$ cat src/rtl/booth_mult_radix4.sv
// Sequential 32x32 signed multiplier using radix-4 Booth recoding.
// A start strobe loads the operands; 16 iterations later a one-cycle ready strobe presents the low word and an overflow flag.
module booth_mult_radix4 (
    input  logic        clock,
    input  logic        reset,
    input  logic        ctrl_MULT,
    input  logic [31:0] data_operandA,
    input  logic [31:0] data_operandB,
    output logic [31:0] data_result,
    output logic        data_exception,
    output logic        data_resultRDY
);

    typedef enum logic [1:0] {
        IDLE,
        RUN,
        DONE
    } state_t;

    state_t      state;
    logic [3:0]  count;
    logic [33:0] acc;
    logic [31:0] mplier;
    logic        q_m1;
    logic [31:0] mcand;

    logic [33:0] m_ext;
    logic [33:0] term;
    logic [33:0] acc_sum;
    logic [33:0] acc_next;
    logic [31:0] mplier_next;
    logic        ovf_next;

    // One Booth step: pick 0/+-M/+-2M, add, then arithmetic shift the whole {acc, mplier, q_m1} right by two.
    always_comb begin
        // NOTE: every combinational output gets a default first so no path can infer a latch.
        term  = '0;
        m_ext = {{2{mcand[31]}}, mcand};
        case ({mplier[1:0], q_m1})
            3'b001, 3'b010: term = m_ext;
            3'b011:         term = m_ext << 1;
            3'b100:         term = -(m_ext << 1);
            3'b101, 3'b110: term = -m_ext;
            default:        term = '0;
        endcase
        acc_sum     = acc + term;
        acc_next    = {{2{acc_sum[33]}}, acc_sum[33:2]};
        mplier_next = {acc_sum[1:0], mplier[31:2]};
        ovf_next    = (acc_next[31:0] != {32{mplier_next[31]}});
    end

    // NOTE: all state here is sequential and uses non-blocking assignments so every register samples pre-edge values.
    always_ff @(posedge clock or posedge reset) begin
        if (reset) begin
            state          <= IDLE;
            count          <= '0;
            acc            <= '0;
            mplier         <= '0;
            q_m1           <= 1'b0;
            mcand          <= '0;
            data_result    <= '0;
            data_exception <= 1'b0;
            data_resultRDY <= 1'b0;
        end else begin
            data_resultRDY <= 1'b0;
            if (ctrl_MULT && (state == IDLE || state == RUN || state == DONE)) begin
                // A start in any state (including mid-run) reloads and restarts; an aborted run never strobes.
                mcand  <= data_operandA;
                mplier <= data_operandB;
                acc    <= '0;
                q_m1   <= 1'b0;
                count  <= '0;
                state  <= RUN;
            end else begin
                case (state)
                    RUN: begin
                        acc    <= acc_next;
                        mplier <= mplier_next;
                        q_m1   <= mplier[1];
                        if (count == 4'd15) begin
                            state          <= DONE;
                            data_result    <= mplier_next;
                            data_exception <= ovf_next;
                            data_resultRDY <= 1'b1;
                        end else begin
                            count <= count + 4'd1;
                        end
                    end
                    DONE:    state <= IDLE;
                    default: state <= IDLE;
                endcase
            end
        end
    end

endmodule
$ cat config.mk
export PLATFORM = sky130hd
export DESIGN_NAME = booth_mult_radix4
export DESIGN_NICKNAME = d
export VERILOG_FILES = /design/src/rtl/booth_mult_radix4.sv
export SDC_FILE = /design/constraint.sdc
export NUM_CORES = 1
export LEC_CHECK = 0
export BUFFER_PORTS_ARGS = -buffer_cell sky130_fd_sc_hd__buf_2
export CAP_MARGIN = 20
export CELL_PAD_IN_SITES_DETAIL_PLACEMENT = 0
export CELL_PAD_IN_SITES_GLOBAL_PLACEMENT = 1
export CORE_MARGIN = 3
export CORE_UTILIZATION = 45
export DETAILED_ROUTE_END_ITERATION = 10
export GPL_TIMING_DRIVEN = 0
export PLACE_DENSITY_LB_ADDON = 0.1
export SYNTH_ARGS = -nofsm -noshare
export SYNTH_HDL_FRONTEND = slang
export SYNTH_SLANG_ARGS = --single-unit
$ cat constraint.sdc
create_clock -name clock -period 11.4 [get_ports clock]
set_input_delay 0.57 -clock clock [delete_from_list [all_inputs] [get_ports clock]]
set_output_delay 0.57 -clock clock [all_outputs]
set_load 0.02 [all_outputs]
==> results of run 1 <==
-- worst max-delay path, delay by kind of cell (launching register included) --
family / cells / cell delay (ns)
DFF: 1 / 0.48
AOI/OAI and AO/OA: 9 / 2.36
buffers and inverters: 2 / 0.32
adders and majority gates: 2 / 0.59
and+or+nand+nor: 11 / 3.24
-- sequential cells by signal, summed over array words and instances, names as in the netlist --
signal / cells
state: 2
mcand: 32
count: 4
mplier: 32
data_resultRDY: 1
data_result: 32
q_m1: 1
data_exception: 1
acc: 32
-- Yosys cell counts (all sizes together) (3+ instances only) --
cell       n  area (um^2)
nand2    123        461.7
inv       21        78.83
a211o      3        26.28
nand3      9        45.04
a2111oi    5        43.79
mux2      63        709.4
clkbuf    63        236.5
a211oi    15        112.6
a221oi     3        32.53
buf       11        51.30
nor2      73        290.3
a21boi    10        75.07
or4        4        33.78
nand2b    10        62.56
o21bai     3        26.27
a21o      38        285.3
o22ai     27        168.9
a21oi     50        250.2
or2        9        56.31
nor3b      4        30.03
o311ai     3        26.28
a22o      45        394.1
nor2b     10        62.56
o31ai      7        52.55
nand4      8        50.05
o211ai     8        60.06
a22oi     18        135.1
o21ai     84        420.4
dfrtp    137         3428
nor3      30        150.1
ha        35        437.9
xor2      17        148.9
o21a       4        30.03
a221o     15        150.1
a31oi      5        31.28
or3       23        143.9
nor4       8        50.05
xnor2     41        366.6
and2       9        56.30
mux2i     29        290.3
and3       7        43.79
-- per-layer routing --
| layer | vias to the layer above | part of all wire, % | GRT usage (%) | routed length [um] |
|---|---|---|---|---|
| li1 | 4339 | - | - | - |
| met1 | 4497 | 49 | 38.89 | 14670 |
| met2 | 278 | 44 | 37.64 | 13380 |
| met3 | 33 | 5.5 | 3.715 | 1665 |
| met4 | 0 | 1.4 | 5.635 | 418 |
| met5 | - | 0 | 0 | 0 |
-- worst min path at each step --
stage | from | endpoint | slack (ns) | cells past startpoint
6_report | reset | mcand[9] | 0.14 | 2
3_3_place_gp | acc[20] | acc[20] | 0.47 | 2
2_1_floorplan | acc[18] | acc[18] | 0.46 | 2
5_1_grt | reset | mcand[5] | 0.18 | 2
3_5_place_dp | acc[21] | acc[21] | 0.48 | 2
4_1_cts | reset | mcand[9] | 0.16 | 2
-- layout make-up --
| cell class | instances | share of cell area, % |
|---|---|---|
| timing repair buffer | 100 | 4.639 |
| antenna | 1 | 0.02220 |
| multi-input combinational | 876 | 53.35 |
| inverter | 21 | 0.7436 |
| clock buffer | 18 | 3.896 |
| clock inverter | 14 | 1.332 |
| buffer | 74 | 2.553 |
| sequential | 137 | 30.41 |
| tap | 275 | 3.052 |
-- stage by stage --
stage | utilization, % | instances | hold slack, ns
final | 53.13 | 1516 | 0.1417
after global placement | 50.18 | 1482 | 0.4720
after floorplan | - | 1108 | 0.4551
after CTS | 53.11 | 1515 | 0.1628
after global routing | 53.13 | 1516 | 0.1798
after detailed placement | 50.34 | 1483 | 0.4769
-- power breakdown --
| part | switching, mW | internal, mW | total [mW] |
|---|---|---|---|
| Sequential | 0.0668 | 0.562 | 0.629 |
| Combinational | 0.530 | 0.346 | 0.876 |
| Clock | 0.254 | 0.315 | 0.569 |
-- logic make-up after synthesis --
kind of cell / Yosys count / synth area share [%]
muxes: 92 / 10.19
DFF: 137 / 34.95
AOI/OAI and AO/OA: 358 / 25.09
and+or+nand+nor: 332 / 16.11
adders and majority gates: 36 / 4.668
buffers and inverters: 95 / 3.737
xor gates and xnor gates: 58 / 5.255
==> summary.txt, run 1 <==
Die
  • Ports: around 100
  • # rows: 53
  • Die X: 153.6 um
  • Core Area: roughly 21000 um^2
  • Die Y: about 150 um
  • Initial Utilization: a little under half
  • Die area: 23610 um^2

Synth
  • Synth unique cells: 69
  • Yosys warning count: 0
  • Yosys reg bits: between 100 and 150
  • Syn Nets: ~1200
  • Post-synth EDFFs: 0
  • Post-Syn Area per Cell: 8.853 um^2
  • Main synth FF type: dfrtp_1
  • Post-synthesis sequential area ratio: around a third
  • Synth Instances: 1108
  • Mapped Area: between 9000 and 10000 um^2
  • Post-synth ARST share: between 90% and 100%

Global route
  • Initial antenna violation count: 1
  • Vias in the first global route: approximately 8600
  • Total GRT Usage: 25.27%
  • Gr ovfl total: 0
  • First-pass GRT wire length: 47.89 mm
  • Largest net degree at the start of global routing: 96

STA
  • Final setup violation count: 0
  • Fin crit share: a little over three fifths
  • Final Hold Fails: 0
  • Setup TNS: 0 ns
  • Tmin final: 7.147 ns
  • Worst Skew: 0.01583 ns
  • RSZ-0062 raised after global routing: false
  • Worst-Margin Slew: between 0.7 and 0.8 ns
  • Achievable Freq: around 0.14 GHz
  • Fin. max-slew vios: 0
  • Setup WS post-layout: between 4 and 5 ns
  • Slew Limit Headroom: between 40% and 50%

Clock tree
  • CTS Buffer Depth: 2
  • Num Clock Sinks: ~140
  • TritonCTS buffer count: 17
  • Clk_lat worst skew: 0.44 ns
  • CTS tree: done
  • Post-CTS Setup Bufs: 0
  • Clk root buf: clkbuf_16
  • Clock slew at reported path FFs: roughly 0.07 ns
  • Post-cts hold buffer count: 0
  • H-Tree Depth: 4
  • Post-CTS sizing: 0

Setup path
  • CP endpoint kind: flop
  • Crit Reg-Reg Startpoint: mcand[0]
  • End of the critical path: data_exception
  • Worst path arrival time: 7.43 ns
  • Crit-path slowest cell: a2111oi_0
  • R2R Path End: data_exception
  • Worst path required time: ~12 ns
  • Max FO, Critical Path: 7
  • Worst Setup SP: mcand[0]
  • Worst R2R Path Depth: 24
  • Crit-path max cell delay: 0.58 ns
  • Worst Setup Start Kind: flop
  • Flop2flop setup slack: ~4.3 ns
  • CP Cell Sequence: inv_1 > ha_1 > or3b_1 > or3_1 > clkbuf_1 > or3_1 > nor2_1 > nand2_1 > or2_1 > or3_1 > o21ai_0 > a22oi_1 > o21ai_0 > ha_1 > a2111oi_0 > nand2b_1 > o21ai_0 > o21ai_0 > or3_1 > nand2_1 > o211ai_1 > or4_1 > a211oi_1 > a31oi_1
  • WS Path Type: reg -> reg

Run status
  • Status: finished clean

Cells and area
  • Design area: 11270 um^2
  • Commonest non-fill, non-tap cell in the layout: dfrtp_1
  • Multi-input logic area: about 6000 um^2
  • Filler cells: 2061
  • Synth-to-layout area growth: 14.92%
  • Reg area: roughly 3400 um^2
  • Layout cells sized above 1: between 10% and 20%
  • Most frequent cells in the layout: dfrtp_1, nand2_1, buf_2
  • Nets: around 1300

Drt
  • Drt wl/cell: just under 20 um
  • Iter 0 DRT Violations: 783
  • Total Routed Length: 30.13 mm
  • DRC Markers: 0
  • Drt first pass iters: 6
  • ANT nets after route: 0
  • Via count: 9147
  • Vias/cell: roughly 6.0

Run
  • Max-cap violations: 0

Place
  • Cell Area, Placed: roughly 11000 um^2
  • Pre-CTS WS: between 4 and 5 ns
  • HPWL after DPL: 21.96 mm
  • Placer Congestion: around 0.90
  • I/O Buffers: 99

Min path
  • HP Class: in -> async

Power
  • Power, Total: approximately 2.1 mW
  • VDD IR max: between 90 and 100 uV
  • P per Cell Area: roughly 180 nW/um^2
  • Leakage: around 5.2 nW
(Power assumes the default switching activity.)
==> run 2: changes to the inputs <==
--- a/config.mk
+++ b/config.mk
@@ -5,12 +5,13 @@
 export SDC_FILE = /design/constraint.sdc
 export NUM_CORES = 1
 export LEC_CHECK = 0
+export ABC_AREA = 1
 export BUFFER_PORTS_ARGS = -buffer_cell sky130_fd_sc_hd__buf_2
 export CAP_MARGIN = 20
 export CELL_PAD_IN_SITES_DETAIL_PLACEMENT = 0
 export CELL_PAD_IN_SITES_GLOBAL_PLACEMENT = 1
 export CORE_MARGIN = 3
-export CORE_UTILIZATION = 45
+export CORE_UTILIZATION = 43
 export DETAILED_ROUTE_END_ITERATION = 10
 export GPL_TIMING_DRIVEN = 0
 export PLACE_DENSITY_LB_ADDON = 0.1
==> constraint.sdc (replaced) <==
create_clock -name clock -period 7.45 [get_ports clock]
set_input_delay 0.3725 -clock clock [delete_from_list [all_inputs] [get_ports clock]]
set_output_delay 0.3725 -clock clock [all_outputs]
set_load 0.02 [all_outputs]
==> run 2 against run 1 <==
- combinational power up 78%
- flip-flop and latch count did not move
- register-to-register slack worse by 1.4 ns
- clock power up 56%
- synthesized cell count is 33% higher
- area after synthesis is 0.77% higher
- sequential share of layout area fell by 0.33 points
- first-iteration DRC count decreased by 4.6%
- final area increased by 1.1%
- core utilization fell by 1.9 points
- final cell count up 25%
==> summary.txt, run 2 <==
Setup path
  • Buf/Inv on CP: 3 (+1)
  • Worst path required time: 7.76 ns (-3.92 ns)
  • Worst Setup Start Kind: flop
  • WS Path Type: reg -> reg
  • Crit-path max cell delay: 0.50 ns (-0.08 ns)
  • Max FO, Critical Path: 5 (-2)
  • Most used cell, CP: nor2_1
  • Worst path arrival time: 4.87 ns (-2.56 ns)
  • CP endpoint kind: flop
  • Crit-path slowest cell: ha_1
  • Worst path top cell family by delay: simple AND/OR/NAND/NOR gates

Global route
  • Largest net degree at the start of global routing: 92 (-4.2%)
  • Total GRT Usage: 26.20% (+0.93 points)
  • Vias in the first global route: 9492 (+11%)
  • First-pass GRT wire length: 50.28 mm (+5.0%)
  • Initial antenna violation count: 0 (-1)
  • Gr ovfl total: 0 (unchanged)

Clock tree
  • Clock slew at reported path FFs: 0.08 ns (about the same)
  • Clk_lat worst skew: 0.45 ns (about the same)
  • CTS Buffer Depth: 2 (unchanged)
  • H-Tree Depth: 4 (unchanged)
  • Post-CTS Setup Bufs: 0 (unchanged)
  • TritonCTS buffer count: 17 (unchanged)
  • Clk root buf: clkbuf_16
  • CTS tree: done
  • Num Clock Sinks: 137 (unchanged)

Cells and area
  • Nets: 1703 (+28%)
  • Synth-to-layout area growth: 15.30%
  • Layout cells sized above 1: 11.22% (-6.2 points)
  • Commonest non-fill, non-tap cell in the layout: nand2_1
  • Design area: 11400 um^2 (+1.1%)
  • Most frequent cells in the layout: nand2_1, inv_1, dfrtp_1
  • Inserted Diodes: 0 (-1)
  • Cell Count, Final, Fillers Out: 1893 (+25%)

Synth
  • Top cell type by total area after synthesis: dfrtp_1
  • Main synth FF type: dfrtp_1
  • Synth Instances: 1479 (+33%)
  • Synth unique cells: 42 (-39%)
  • Synth top cells by count: nand2_1, inv_1, dfrtp_1
  • Post-synth EDFFs: 0 (unchanged)
  • Mapped Area: 9884 um^2 (+0.77%)
  • Synth area leaders: dfrtp_1, nand2_1, inv_1
  • Count leader, synth: nand2_1
  • Post-Syn Area per Cell: 6.683 um^2 (-25%)
  • Yosys reg bits: 137 (unchanged)
  • Post-synthesis sequential area ratio: 34.68% (-0.27 points)
  • Yosys top cell area share: 34.68% (-0.27 points)
  • Post-synth ARST share: 100.0% (unchanged)
  • Yosys warning count: 0 (unchanged)
  • Syn Nets: 1582 (+31%)

Drt
  • Drt first pass iters: 6 (unchanged)
  • Iter 0 DRT Violations: 747 (-4.6%)
  • DRC Markers: 0 (unchanged)
  • ANT nets after route: 0 (unchanged)
  • Vias/cell: 5.331 (-12%)
  • Drt wl/cell: 16.98 um (-15%)
  • Total Routed Length: 32.14 mm (+6.7%)
  • Via count: 10090 (+10%)

Power
  • Leakage: 5.986 nW (+14%)
  • P per Cell Area: 299.3 nW/um^2 (+63%)
  • VDD IR max: 159.2 uV (+59%)

STA
  • Fin. max-slew vios: 0 (unchanged)
  • Worst Skew: 0.02639 ns (+0.01056 ns)
  • Setup WS post-layout: 2.889 ns (-1.364 ns)
  • Achievable Freq: 0.2193 GHz (+57%)
  • Fin crit share: 61.22% (-1.5 points)
  • Final setup violation count: 0 (unchanged)
  • Slew Limit Headroom: 47.09% (-0.25 points)
  • Setup TNS: 0 ns (unchanged)
  • Worst-Margin Slew: 0.7907 ns (+0.02070 ns)
  • Final Hold Fails: 0 (unchanged)
  • Tmin final: 4.561 ns (-2.586 ns)
  • RSZ-0062 raised after global routing: false

Place
  • Post-Place Cells: 1860 (+25%)
  • I/O Buffers: 100 (+1.0%)
  • Cell Area, Placed: 10770 um^2 (+0.81%)
  • HPWL after DPL: 25.18 mm (+15%)
  • Placer Congestion: 0.9472 (+4.9%)
  • Pre-CTS WS: 2.950 ns (-1.385 ns)

Die
  • Initial Utilization: 44.47% (-1.8 points)
  • Ports: 101 (unchanged)
  • Die Y: 157.6 um (+2.6%)
  • Die X: 157.6 um (+2.6%)
  • Core Area: 22230 um^2 (+4.8%)
  • # rows: 54 (+1.9%)
  • Die area: 24840 um^2 (+5.2%)

Min path
  • HP Class: in -> reg

Run status
  • Status: finished clean

Run
  • Max-cap violations: 0 (unchanged)
run 2: metrics by stage:
step                utilization [%]  hold WS, ns  power [mW]
floorplan                         -       0.4822       2.057
global placement              48.29       0.4657       2.493
finish                        51.27       0.1287       3.411
CTS                           51.27       0.1273       3.405
global route                  51.27       0.1353       3.658
detailed placement            48.44       0.4229       2.509
run 2: layout make-up:
class	instances	area [um^2]
repair buffers	102	538.0
clock buffers	17	425.4
clock inverters	15	193.9
plain buffers	41	170.2
multi-input cells	1057	5370
fillers	2361	10830
flip-flops and latches	137	3428
inverters	244	920.9
well taps	280	350.3
run 2: cell families (layout without fill, tap and decap cells):
group,after synthesis,in the layout,synth area share (%)
AOI/OAI and AO/OA,215,215,13.44
buffers and inverters,285,419,10.99
DFF,137,137,34.68
xor gates and xnor gates,36,36,3.190
adders and majority gates,36,36,4.633
and+or+nand+nor,770,770,33.06
run 2: worst min-delay path, cell delays in order:
cell and delay [ns]:
buf_2 0.08, nand2_1 0.04, o21ai_0 0.06
run 2: routing by layer:
layer  part of all wire (%)  GRT usage, %  vias up  routed length, um
met5                      0             0        -                  0
met4                    2.4         8.223        0                775
met3                    5.7         3.663       54               1830
met2                     45         41.07      305              14480
met1                     47         37.68     4722              15060
li1                       -             -     5010                  -
run 2: report_power, final:
group / switching, mW / total, mW / internal [mW] / leakage, nW
logic: 1.07 / 1.56 / 0.495 / 3.99
clock network: 0.429 / 0.886 / 0.457 / 0.299
registers: 0.0885 / 0.961 / 0.873 / 1.69
run 2: repair_timing:
action,CTS,global route
hold buffers,1,0
resized for setup,0,0
endpoints found under the hold margin,46,0
run 2: final timing paths:
| kind | depth (start not counted) | slack [ns] | to | start |
|---|---|---|---|---|
| max reg2reg | 29 | 2.89 | data_exception | mcand[1] |
| max | 29 | 2.89 | data_exception | mcand[1] |
| min in group asynchronous | 3 | 0.49 | mcand[7] | reset |
| max in group asynchronous | 4 | 6.10 | acc[22] | reset |
| min reg2reg | 2 | 0.48 | data_result[7] | data_result[7] |
| min | 3 | 0.13 | mcand[1] | data_operandA[1] |
==> run 3: changes to the inputs <==
--- a/config.mk
+++ b/config.mk
@@ -11,7 +11,7 @@
 export CELL_PAD_IN_SITES_DETAIL_PLACEMENT = 0
 export CELL_PAD_IN_SITES_GLOBAL_PLACEMENT = 1
 export CORE_MARGIN = 3
-export CORE_UTILIZATION = 43
+export CORE_UTILIZATION = 39
 export DETAILED_ROUTE_END_ITERATION = 10
 export GPL_TIMING_DRIVEN = 0
 export PLACE_DENSITY_LB_ADDON = 0.1
==> constraint.sdc (replaced) <==
create_clock -name clock -period 3.8 [get_ports clock]
set_input_delay 0.19 -clock clock [delete_from_list [all_inputs] [get_ports clock]]
set_output_delay 0.19 -clock clock [all_outputs]
set_load 0.02 [all_outputs]
==> run 3 against run 2 <==
- the flow now finishes with violations (negative setup slack)
- core utilization grew 3.9 points
- sequential power grew 100%
- combinational power grew to 2.6 times the previous value
- sequential share of layout area shrank 4.8 points
- critical path depth shrank 2
- setup slack lost 2.9 ns
- flip-flop and latch count is the same
- clock power grew 100%
- critical path type unchanged
- critical endpoint unchanged
==> summary.txt, run 3 (synthesis results as in run 2) <==
Clock tree
  • Clk root buf: clkbuf_16
  • CTS tree: done
  • Num Clock Sinks: 137 (unchanged)
  • CTS Buffer Depth: 2 (unchanged)
  • Clk_lat worst skew: 0.43 ns (-0.02 ns)
  • Clock slew at reported path FFs: 0.07 ns (about the same)
  • H-Tree Depth: 4 (unchanged)
  • TritonCTS buffer count: 17 (unchanged)

Global route
  • Largest net degree at the start of global routing: 42 (-54%)
  • Total GRT Usage: 25.42% (-0.78 points)
  • First-pass GRT wire length: 53.67 mm (+6.7%)
  • Gr ovfl total: 0 (unchanged)
  • Vias in the first global route: 9999 (+5.3%)
  • Initial antenna violation count: 0 (unchanged)

Cells and area
  • Most frequent cells in the layout: nand2_1, inv_1, dfrtp_1
  • Fin util: 55.14% (+3.9 points)
  • Layout cells sized above 1: 24.50% (+13 points)
  • Synth-to-layout area growth: 37.25%
  • Inserted Diodes: 0 (unchanged)
  • Commonest non-fill, non-tap cell in the layout: nand2_1
  • Nets: 1804 (+5.9%)
  • Design area: 13570 um^2 (+19%)
  • Cell Count, Final, Fillers Out: 2038 (+7.7%)

Setup path
  • Most used cell, CP: nor2_4
  • Crit-path slowest cell: dfrtp_1
  • Worst path top cell family by delay: simple AND/OR/NAND/NOR gates
  • Worst path arrival time: 4.15 ns (-0.72 ns)
  • CP endpoint kind: flop
  • Crit-path max cell delay: 0.39 ns (-0.11 ns)
  • Worst path required time: 4.12 ns (-3.64 ns)
  • WS Path Type: reg -> reg
  • Max FO, Critical Path: 4 (-1)
  • Worst Setup Start Kind: flop
  • Buf/Inv on CP: 5 (+2)

Drt
  • Via count: 10530 (+4.3%)
  • DRC Markers: 0 (unchanged)
  • ANT nets after route: 0 (unchanged)
  • Drt first pass iters: 6 (unchanged)
  • Total Routed Length: 34.69 mm (+7.9%)
  • Vias/cell: 5.166 (-3.1%)
  • Drt wl/cell: 17.02 um (+0.26%)
  • Iter 0 DRT Violations: 734 (-1.7%)

Die
  • # rows: 57 (+5.6%)
  • Initial Utilization: 40.17% (-4.3 points)
  • Die X: 165.2 um (+4.8%)
  • Ports: 101 (unchanged)
  • Die Y: 165.2 um (+4.8%)
  • Core Area: 24600 um^2 (+11%)
  • Die area: 27290 um^2 (+9.9%)

STA
  • Final setup violation count: 1 (+1)
  • Fin crit share: 100.9% (+40 points)
  • Tmin final: 3.833 ns (-0.7277 ns)
  • Slew Limit Headroom: 51.52% (+4.4 points)
  • RSZ-0062 raised after global routing: true
  • Final Hold Fails: 0 (unchanged)
  • Worst-Margin Slew: 0.7273 ns (-0.06348 ns)
  • Setup TNS: -0.03312 ns (-0.03312 ns)
  • Setup WS post-layout: -0.03312 ns (-2.922 ns)
  • Final hold slack: 0.01860 ns (-0.1101 ns)
  • Worst Skew: 0.01259 ns (-0.01380 ns)
  • Fin. max-slew vios: 0 (unchanged)
  • Achievable Freq: 0.2609 GHz (+19%)

Power
  • Power, Total: 7.758 mW (+130%)
  • P_int: 4.229 mW (+130%)
  • VDD IR max: 328.2 uV (+110%)
  • P per Cell Area: 571.8 nW/um^2 (+91%)
  • Sw Pwr: 3.529 mW (+120%)
  • Leakage: 6.669 nW (+11%)
  • Clk network pwr share: 23.2% (-2.8 points)
  • Comb pwr share: 52.1% (+6.3 points)
  • Switching part of the total power: 45.49% (-0.99 points)
  • Sequential Power Share: 24.7% (-3.5 points)

Place
  • I/O Buffers: 100 (unchanged)
  • HPWL after DPL: 26.37 mm (+4.7%)
  • Placer Congestion: 0.9095 (-4.0%)
  • Pre-CTS WS: -0.6256 ns (-3.576 ns)
  • Post-Place Cells: 1906 (+2.5%)
  • Cell Area, Placed: 10850 um^2 (+0.80%)

Min path
  • HP Class: in -> reg

Run
  • Max-cap violations: 0 (unchanged)

Run status
  • Violated checks: negative setup slack
  • Status: finished, violations left
run 3: cell types whose count changed in the layout (fill, tap and decap cells not counted), sizes merged:
cell,change
buf,+43
bufinv,+2
clkinv,-4
dlygate4sd3,+59
clkinvlp,+2
clkbuf,-1
run 3: metal layers:
layer / up-vias / track usage (%) / routed length, um
met1: 5046 / 36.56 / 16190
met5: - / 0 / 0
met4: 0 / 5.109 / 340
li1: 5214 / - / -
met2: 247 / 40.89 / 16410
met3: 22 / 3.617 / 1749
run 3: worst min-delay path: cells and delay by family:
| family | cells | cell delay, ns |
|---|---|---|
| AOI/OAI and AO/OA | 1 | 0.07 |
| buffers and inverters | 1 | 0.07 |
| and+or+nand+nor | 1 | 0.07 |
run 3: layout make-up:
type	count	area [um^2]
flip-flops and latches	137	3428
well taps	324	405.4
plain buffers	41	185.2
multi-input cells	1057	6529
inverters	244	920.9
clock inverters	15	207.7
repair buffers	203	1465
clock buffers	17	425.4
fillers	2477	11040
run 3: worst paths after layout:
check / endpoint / slack, ns / startpoint / cells after the start
worst max-delay path: data_exception / -0.03 / mcand[1] / 27
worst min-delay path: mcand[14] / 0.02 / data_operandA[14] / 3
worst max register to register: data_exception / -0.03 / mcand[1] / 27
worst min register to register: data_result[13] / 0.48 / data_result[13] / 2
max in group asynchronous: mcand[29] / 2.47 / reset / 5
min in group asynchronous: mcand[8] / 0.42 / reset / 3
run 3: repair_timing:
action	CTS	global route
hold endpoints to repair	86	0
setup endpoints to repair	11	9
pin swaps	22	85
resized for setup	79	200
hold buffers	60	0
buffers inserted	23	17
run 3: power groups by stage:
stage	sequential, mW	combinational (mW)	clock, mW
finish	1.92	4.04	1.80
detailed placement	1.90	3.04	0
floorplan	1.90	2.13	0
global route	1.95	4.46	1.90
global placement	1.90	3.02	0
CTS	1.88	3.36	1.83
